==> src/rtl/mem_port_arbiter.sv <==
// Arbitrates a single-port unified memory between the fetch (I) and memory-stage (D) ports.
// D has priority, bounded by an anti-starvation limit for I; hung transactions time out with err.
module mem_port_arbiter #(
    parameter int unsigned STARVE_MAX = 4,
    parameter int unsigned TIMEOUT    = 16
) (
    input  logic        clk,
    input  logic        reset,
    input  logic        i_req,
    input  logic [31:0] i_addr,
    output logic        i_ready,
    output logic [31:0] i_rdata,
    input  logic        d_req,
    input  logic        d_we,
    input  logic [31:0] d_addr,
    input  logic [31:0] d_wdata,
    output logic        d_ready,
    output logic [31:0] d_rdata,
    output logic        err,
    output logic        mem_req,
    output logic        mem_we,
    output logic [31:0] mem_addr,
    output logic [31:0] mem_wdata,
    input  logic        mem_ack,
    input  logic [31:0] mem_rdata,
    output logic        busy
);

    localparam int unsigned AW   = 32;
    localparam int unsigned DW   = 32;
    localparam int unsigned SC_W = 4;
    localparam int unsigned TO_W = 8;

    typedef enum logic [1:0] {
        IDLE   = 2'd0,
        BUSY_I = 2'd1,
        BUSY_D = 2'd2
    } state_e;

    state_e          state_q, state_d;
    logic [SC_W-1:0] starve_cnt_q, starve_cnt_d;
    logic [TO_W-1:0] to_cnt_q, to_cnt_d;
    logic            mem_req_q, mem_req_d;
    logic            mem_we_q, mem_we_d;
    logic [AW-1:0]   mem_addr_q, mem_addr_d;
    logic [DW-1:0]   mem_wdata_q, mem_wdata_d;

    logic            grant_d_c;
    logic            term_cnt_c;
    logic            txn_done_c;
    logic [DW-1:0]   done_rdata_c;

    // D wins unless I has been waiting through STARVE_MAX consecutive D grants
    assign grant_d_c    = d_req && (!i_req || (starve_cnt_q < SC_W'(STARVE_MAX)));
    assign term_cnt_c   = (to_cnt_q == TO_W'(TIMEOUT - 1));
    assign txn_done_c   = mem_ack || term_cnt_c;
    assign done_rdata_c = mem_ack ? mem_rdata : '0;

    always_comb begin
        state_d      = state_q;
        starve_cnt_d = starve_cnt_q;
        to_cnt_d     = to_cnt_q;
        mem_req_d    = mem_req_q;
        mem_we_d     = mem_we_q;
        mem_addr_d   = mem_addr_q;
        mem_wdata_d  = mem_wdata_q;
        i_ready      = 1'b0;
        d_ready      = 1'b0;
        i_rdata      = '0;
        d_rdata      = '0;
        err          = 1'b0;

        case (state_q)
            IDLE: begin
                if (grant_d_c) begin
                    state_d     = BUSY_D;
                    mem_req_d   = 1'b1;
                    mem_we_d    = d_we;
                    mem_addr_d  = d_addr;
                    mem_wdata_d = d_wdata;
                    to_cnt_d    = '0;
                    if (!i_req) begin
                        starve_cnt_d = '0;
                    end else if (starve_cnt_q < SC_W'(STARVE_MAX)) begin
                        starve_cnt_d = starve_cnt_q + SC_W'(1);
                    end
                end else if (i_req) begin
                    state_d      = BUSY_I;
                    mem_req_d    = 1'b1;
                    mem_we_d     = 1'b0;
                    mem_addr_d   = i_addr;
                    to_cnt_d     = '0;
                    starve_cnt_d = '0;
                end
            end
            BUSY_I, BUSY_D: begin
                if (txn_done_c) begin
                    // An ack on the terminal count still counts as a clean completion
                    err       = !mem_ack;
                    state_d   = IDLE;
                    mem_req_d = 1'b0;
                    mem_we_d  = 1'b0;
                    if (state_q == BUSY_I) begin
                        i_ready = 1'b1;
                        i_rdata = done_rdata_c;
                    end else begin
                        d_ready = 1'b1;
                        d_rdata = done_rdata_c;
                    end
                end else begin
                    to_cnt_d = to_cnt_q + TO_W'(1);
                end
            end
            default: begin
                state_d   = IDLE;
                mem_req_d = 1'b0;
                mem_we_d  = 1'b0;
            end
        endcase
    end

    always_ff @(posedge clk or posedge reset) begin
        if (reset) begin
            state_q      <= IDLE;
            starve_cnt_q <= '0;
            to_cnt_q     <= '0;
            mem_req_q    <= 1'b0;
            mem_we_q     <= 1'b0;
            mem_addr_q   <= '0;
            mem_wdata_q  <= '0;
        end else begin
            state_q      <= state_d;
            starve_cnt_q <= starve_cnt_d;
            to_cnt_q     <= to_cnt_d;
            mem_req_q    <= mem_req_d;
            mem_we_q     <= mem_we_d;
            mem_addr_q   <= mem_addr_d;
            mem_wdata_q  <= mem_wdata_d;
        end
    end

    assign mem_req   = mem_req_q;
    assign mem_we    = mem_we_q;
    assign mem_addr  = mem_addr_q;
    assign mem_wdata = mem_wdata_q;
    assign busy      = (state_q != IDLE);

endmodule

==> config.mk <==
export PLATFORM = sky130hd
export DESIGN_NAME = mem_port_arbiter
export DESIGN_NICKNAME = d
export VERILOG_FILES = /design/src/rtl/mem_port_arbiter.sv
export SDC_FILE = /design/constraint.sdc
export NUM_CORES = 1
export LEC_CHECK = 0
export CAP_MARGIN = 0
export CORE_AREA = 2 2 104 106
export CTS_CLUSTER_SIZE = 28
export DETAILED_ROUTE_END_ITERATION = 16
export DIE_AREA = 0 0 106 108
export MAX_ROUTING_LAYER = met4
export PLACE_DENSITY = 0.86
export SYNTH_ARGS = -nofsm -noshare
export SYNTH_HDL_FRONTEND = slang
export SYNTH_SLANG_ARGS = --single-unit
export TNS_END_PERCENT = 5
==> constraint.sdc <==
create_clock -name clk -period 6.2 [get_ports clk]
set_input_delay 1.24 -clock clk [delete_from_list [all_inputs] [get_ports clk]]
set_output_delay 1.24 -clock clk [all_outputs]
set_load 0.01 [all_outputs]
Word-level counts from Yosys, hierarchy flattened
Index checks and enable logic that the tools add are counted.
Word-level totals
  logic and storage cells: 68
  memory bits (writable): 0
  ROM bits: 0
  output and inout port bits: 134
  bits of input ports: 134
  memories: 0
  register bits: 80
  latch bits: 0
Operators by class
  shifts and indexed selects: 0
  bitwise operators: 0
  multiplexer cells: 36
  eq/ne operators: 7
  $add $sub $neg: 2
  divide/modulo/power cells: 0
  reduce and logical (&&, ||, !) cells: 15
  $lt $le $gt $ge: 1
  multiply operators: 0
Operators by type and width (count)
  $mux 32: 9
  $mux 8: 3
  $mux 4: 4
  $pmux 8 s2: 1
  $mux 1: 13
  $add 8x1->8 const B: 1
  $eq 8x4->1 const B: 1
  $mux 2: 3
  $reduce_and 2->1: 3
  $reduce_and 3->1: 2
  $reduce_bool 2->1: 3
  $add 4x1->4 const B: 1
  $lt 4x3->1 const B: 1
  $ne 2x2->1 const B: 2
  $pmux 1 s2: 2
  $pmux 2 s2: 1
  $ne 3x2->1 const B: 1
  $ne 3x3->1 const B: 1
  $eq 2x1->1 const B: 1
  $eq 2x2->1 const B: 1
  $logic_not 1->1: 2
  $logic_not 2->1: 1
  $logic_or 1x1->1: 2
  $reduce_or 2->1: 1
  $logic_and 1x1->1: 1

Depth between registers and ports, before layout
  depth after elaboration: 5
  mapped depth: 7
  depth with buffers taken out: 6

Worst setup path after synthesis
No wires, ideal clock.
  path kind: input to output
  start: input port mem_ack
  end: output port d_rdata[10]
  slack: 3.055 ns
  path buffers: 2
  data arrival time: 1.905 ns
  stages on the path: 4
  required time: 4.960 ns
  cells stage by stage: clkbuf_8 -> clkbuf_1 -> nand2_1 -> nor2_1
On the way
  longest elaborated chain between the ends: 4
RTL lines
  from (decl): RTL line 24  | input logic mem_ack,
  $mux 32: RTL line 57  | assign done_rdata_c = mem_ack ? mem_rdata : '0;
  $mux 32: RTL line 103  | if (state_q == BUSY_I) begin
  $mux 32 (*): RTL line 97  | if (txn_done_c) begin
  $mux 32 (*): RTL line 73  | case (state_q)
  to (decl): RTL line 18  | output logic [31:0] d_rdata,
Every way passes the cells marked *; elsewhere a longest branch is shown, timed or not.

Final worst setup path
  start: input port mem_ack
  end: output port i_rdata[14]
On the way
  longest elaborated chain between the ends: 4
RTL lines
  $mux 32: RTL line 57
  $mux 32: RTL line 103
  $mux 32 (*): RTL line 97
  $mux 32 (*): RTL line 73
  to (decl): RTL line 12  | output logic [31:0] i_rdata,
Marks and branches as above.

==> flow_summary.json <==
{
  "cts_made_buffers": 9,
  "die_h_um": 108,
  "finalCritPeriodShare": 0.7585,
  "antenna_found_initial": 1,
  "syn_inst": 403,
  "drc_errors": 0,
  "syn2layout_area_growth_pct": 73.07,
  "fmax_ghz": 0.2126,
  "reg2reg_from": "starve_cnt_q[2]",
  "ys_seq_elements": 80,
  "synth.area.top_cells": "dfrtp_1, mux2_2, mux2i_1",
  "drtIter0Drc": 135,
  "cts_root_buf": "clkbuf_8",
  "critPathMaxFanout": 35,
  "htree_levels": 3,
  "cp-startpoint": "mem_ack",
  "cts.sinks": 80,
  "wirelength_um": 13250,
  "crit_arrival_ps": 3460,
  "nets": 795,
  "final_util": 0.6720,
  "rsz0062_at_grt": "false",
  "ctsHoldBuffers": 0,
  "wl_per_cell_um": 16.58,
  "pre_cts_ws_ps": 1491,
  "p_per_area_nw_per_um2": 398.0,
  "slew_violations": 0,
  "finalCriticalPeriod_ps": 4703,
  "die_area_um2": 11450,
  "cp_slowest_cell": "clkdlybuf4s50_1",
  "drive_above_1_share": 0.09215,
  "drtAntennaViolNets": 0,
  "coreArea_um2": 10230,
  "grt.total_usage": 0.2392,
  "initial_core_util": 0.3883,
  "netlist_top_cells_count": "dfrtp_1, nand2_1, nor2_1",
  "ir_drop_mv": 0.3461,
  "clockBufferDepth": 2,
  "status": "completed",
  "worst_slew_pin_slew_ps": 1121,
  "fin_ws_ps": 1497,
  "critPathRequiredTime_ps": 4960,
  "pin_count": 268,
  "maxSlewHeadroom": 0.2529,
  "async_reset_ff_frac": 1.000,
  "crit_chain": "clkdlybuf4s50_1 -> nand2_1 -> nor2_1 -> clkdlybuf4s50_1",
  "finClkSkew_ps": 6.535,
  "grt_max_degree": 81,
  "worstSkewPairLatency_ps": 340,
  "min_path_type": "flip-flop to flip-flop",
  "grt.overflow.total": 0,
  "yosysTopAreaCell": "dfrtp_1",
  "path_clk_slew_ps": 80,
  "yosysSeqAreaShare": 0.5039,
  "synth-main-ff-cell": "dfrtp_1",
  "p_leak_uw": 0.002850,
  "syn_nets": 541,
  "synth_cell_types": 42,
  "synth_most_common_cell": "dfrtp_1",
  "vias": 3921,
  "firstDrtPassIters": 5,
  "max_cap_viol_count": 0,
  "syn_area_um2": 3973,
  "yosysWarnings": 0,
  "grt_pass1_vias": 4056,
  "setup_violations": 0,
  "n_fill_cell": 759,
  "cts_tree": "yes",
  "endpoint_kind": "output port",
  "critPathKind": "input port to output port",
  "die_x_um": 106,
  "grt_pass1_wl_um": 20520,
  "cts_resized": 0,
  "hp-start": "mem_addr[8]",
  "postSynthAreaPerCell_um2": 9.857,
  "synth_enable_flop_cells": 0,
  "place_hpwl_um": 10390,
  "post-cts-setup-buffers": 0,
  "startpoint_type": "input port",
  "place_congestion": 0.9609,
  "tns_ps": 0,
  "num_rows": 37,
  "port_buffers": 267,
  "synth_top_area_frac": 0.5039,
  "path_common_cell": "clkdlybuf4s50_1",
  "hold_violations": 0,
  "cpPeakStageDelay_ps": 1160,
  "via_per_inst": 4.907
}
-- area by class of cell --
| class | instances | area, um^2 | share of cell area |
|---|---|---|---|
| diodes | 1 | 2.502 | 0.0003640 |
| well taps | 136 | 170.2 | 0.02475 |
| multi-input cells | 292 | 1819 | 0.2646 |
| inverters | 5 | 20.02 | 0.002912 |
| repair buffers | 269 | 2688 | 0.3909 |
| flip-flops and latches | 80 | 2002 | 0.2912 |
| clock inverters | 5 | 32.53 | 0.004732 |
| clock buffers | 11 | 141.4 | 0.02056 |
-- per-stage QoR --
stage	hold WS (ps)	total power, uW	instances	area (um^2)
finish	482.5	2736	799	6875
global route	515.1	2927	799	6875
CTS	488.4	2765	798	6873
detailed placement	470.6	2419	782	6699
global placement	462.7	2365	782	6699
floorplan	450.3	1611	403	3973
-- where the power goes --
group	switching (uW)	total [uW]	internal (uW)	leakage [uW]
Clock	182	337	155	0.0000813
Sequential	127	886	759	0.000981
Combinational	701	1510	813	0.00179
Total	1010	2740	1730	0.00285
-- worst paths after layout --
path                            depth (start not counted)  slack [ps]       endpoint
worst min-delay path                                    2         480    mem_addr[8]
worst max register to register                          4        3820  mem_wdata[22]
worst min register to register                          2         480    mem_addr[8]
worst max-delay path                                    4        1500    i_rdata[14]
max in group asynchronous                               3        4020   mem_addr[11]
min in group asynchronous                               3        1520  mem_wdata[17]
-- worst max-delay path: cells and delay by family --
kind                   cells  cell delay [ps]
buffers and inverters      2             1770
AND/OR/NAND/NOR            2              450
-- metal layers --
layer | GRT usage | vias to the layer above | wire length [um]
li1 | - | 1870 | -
met1 | 0.2758 | 1830 | 5383
met2 | 0.4171 | 209 | 6676
met3 | 0.05967 | 12 | 1072
met4 | 0.06767 | 0 | 115
met5 | - | - | 0
-- flip-flops by register name (all words and copies together), names as in the netlist --
signal	count
mem_we	1
starve_cnt_q	4
mem_wdata	32
to_cnt_q	8
mem_addr	32
mem_req	1
state_q	2
-- cell families after synthesis --
group / Yosys count / share of synthesized area
mux: 66 / 0.1767
simple gates: 164 / 0.1786
flops: 80 / 0.5039
buf+inv: 31 / 0.04000
fa+ha+maj: 4 / 0.01260
compound gates: 58 / 0.08819
-- cell usage in the layout (no fill, tap or decap), drive strengths merged, types with 10 or more instances in the layout --
| cell | instances |
|---|---|
| clkdlybuf4s50 | 267 |
| dfrtp | 80 |
| nand2 | 72 |
| nor2 | 69 |
| o21ai | 42 |
| mux2i | 33 |
| mux2 | 33 |
| clkbuf | 11 |
| nand3 | 10 |
Power figures use the tool's default switching activity.
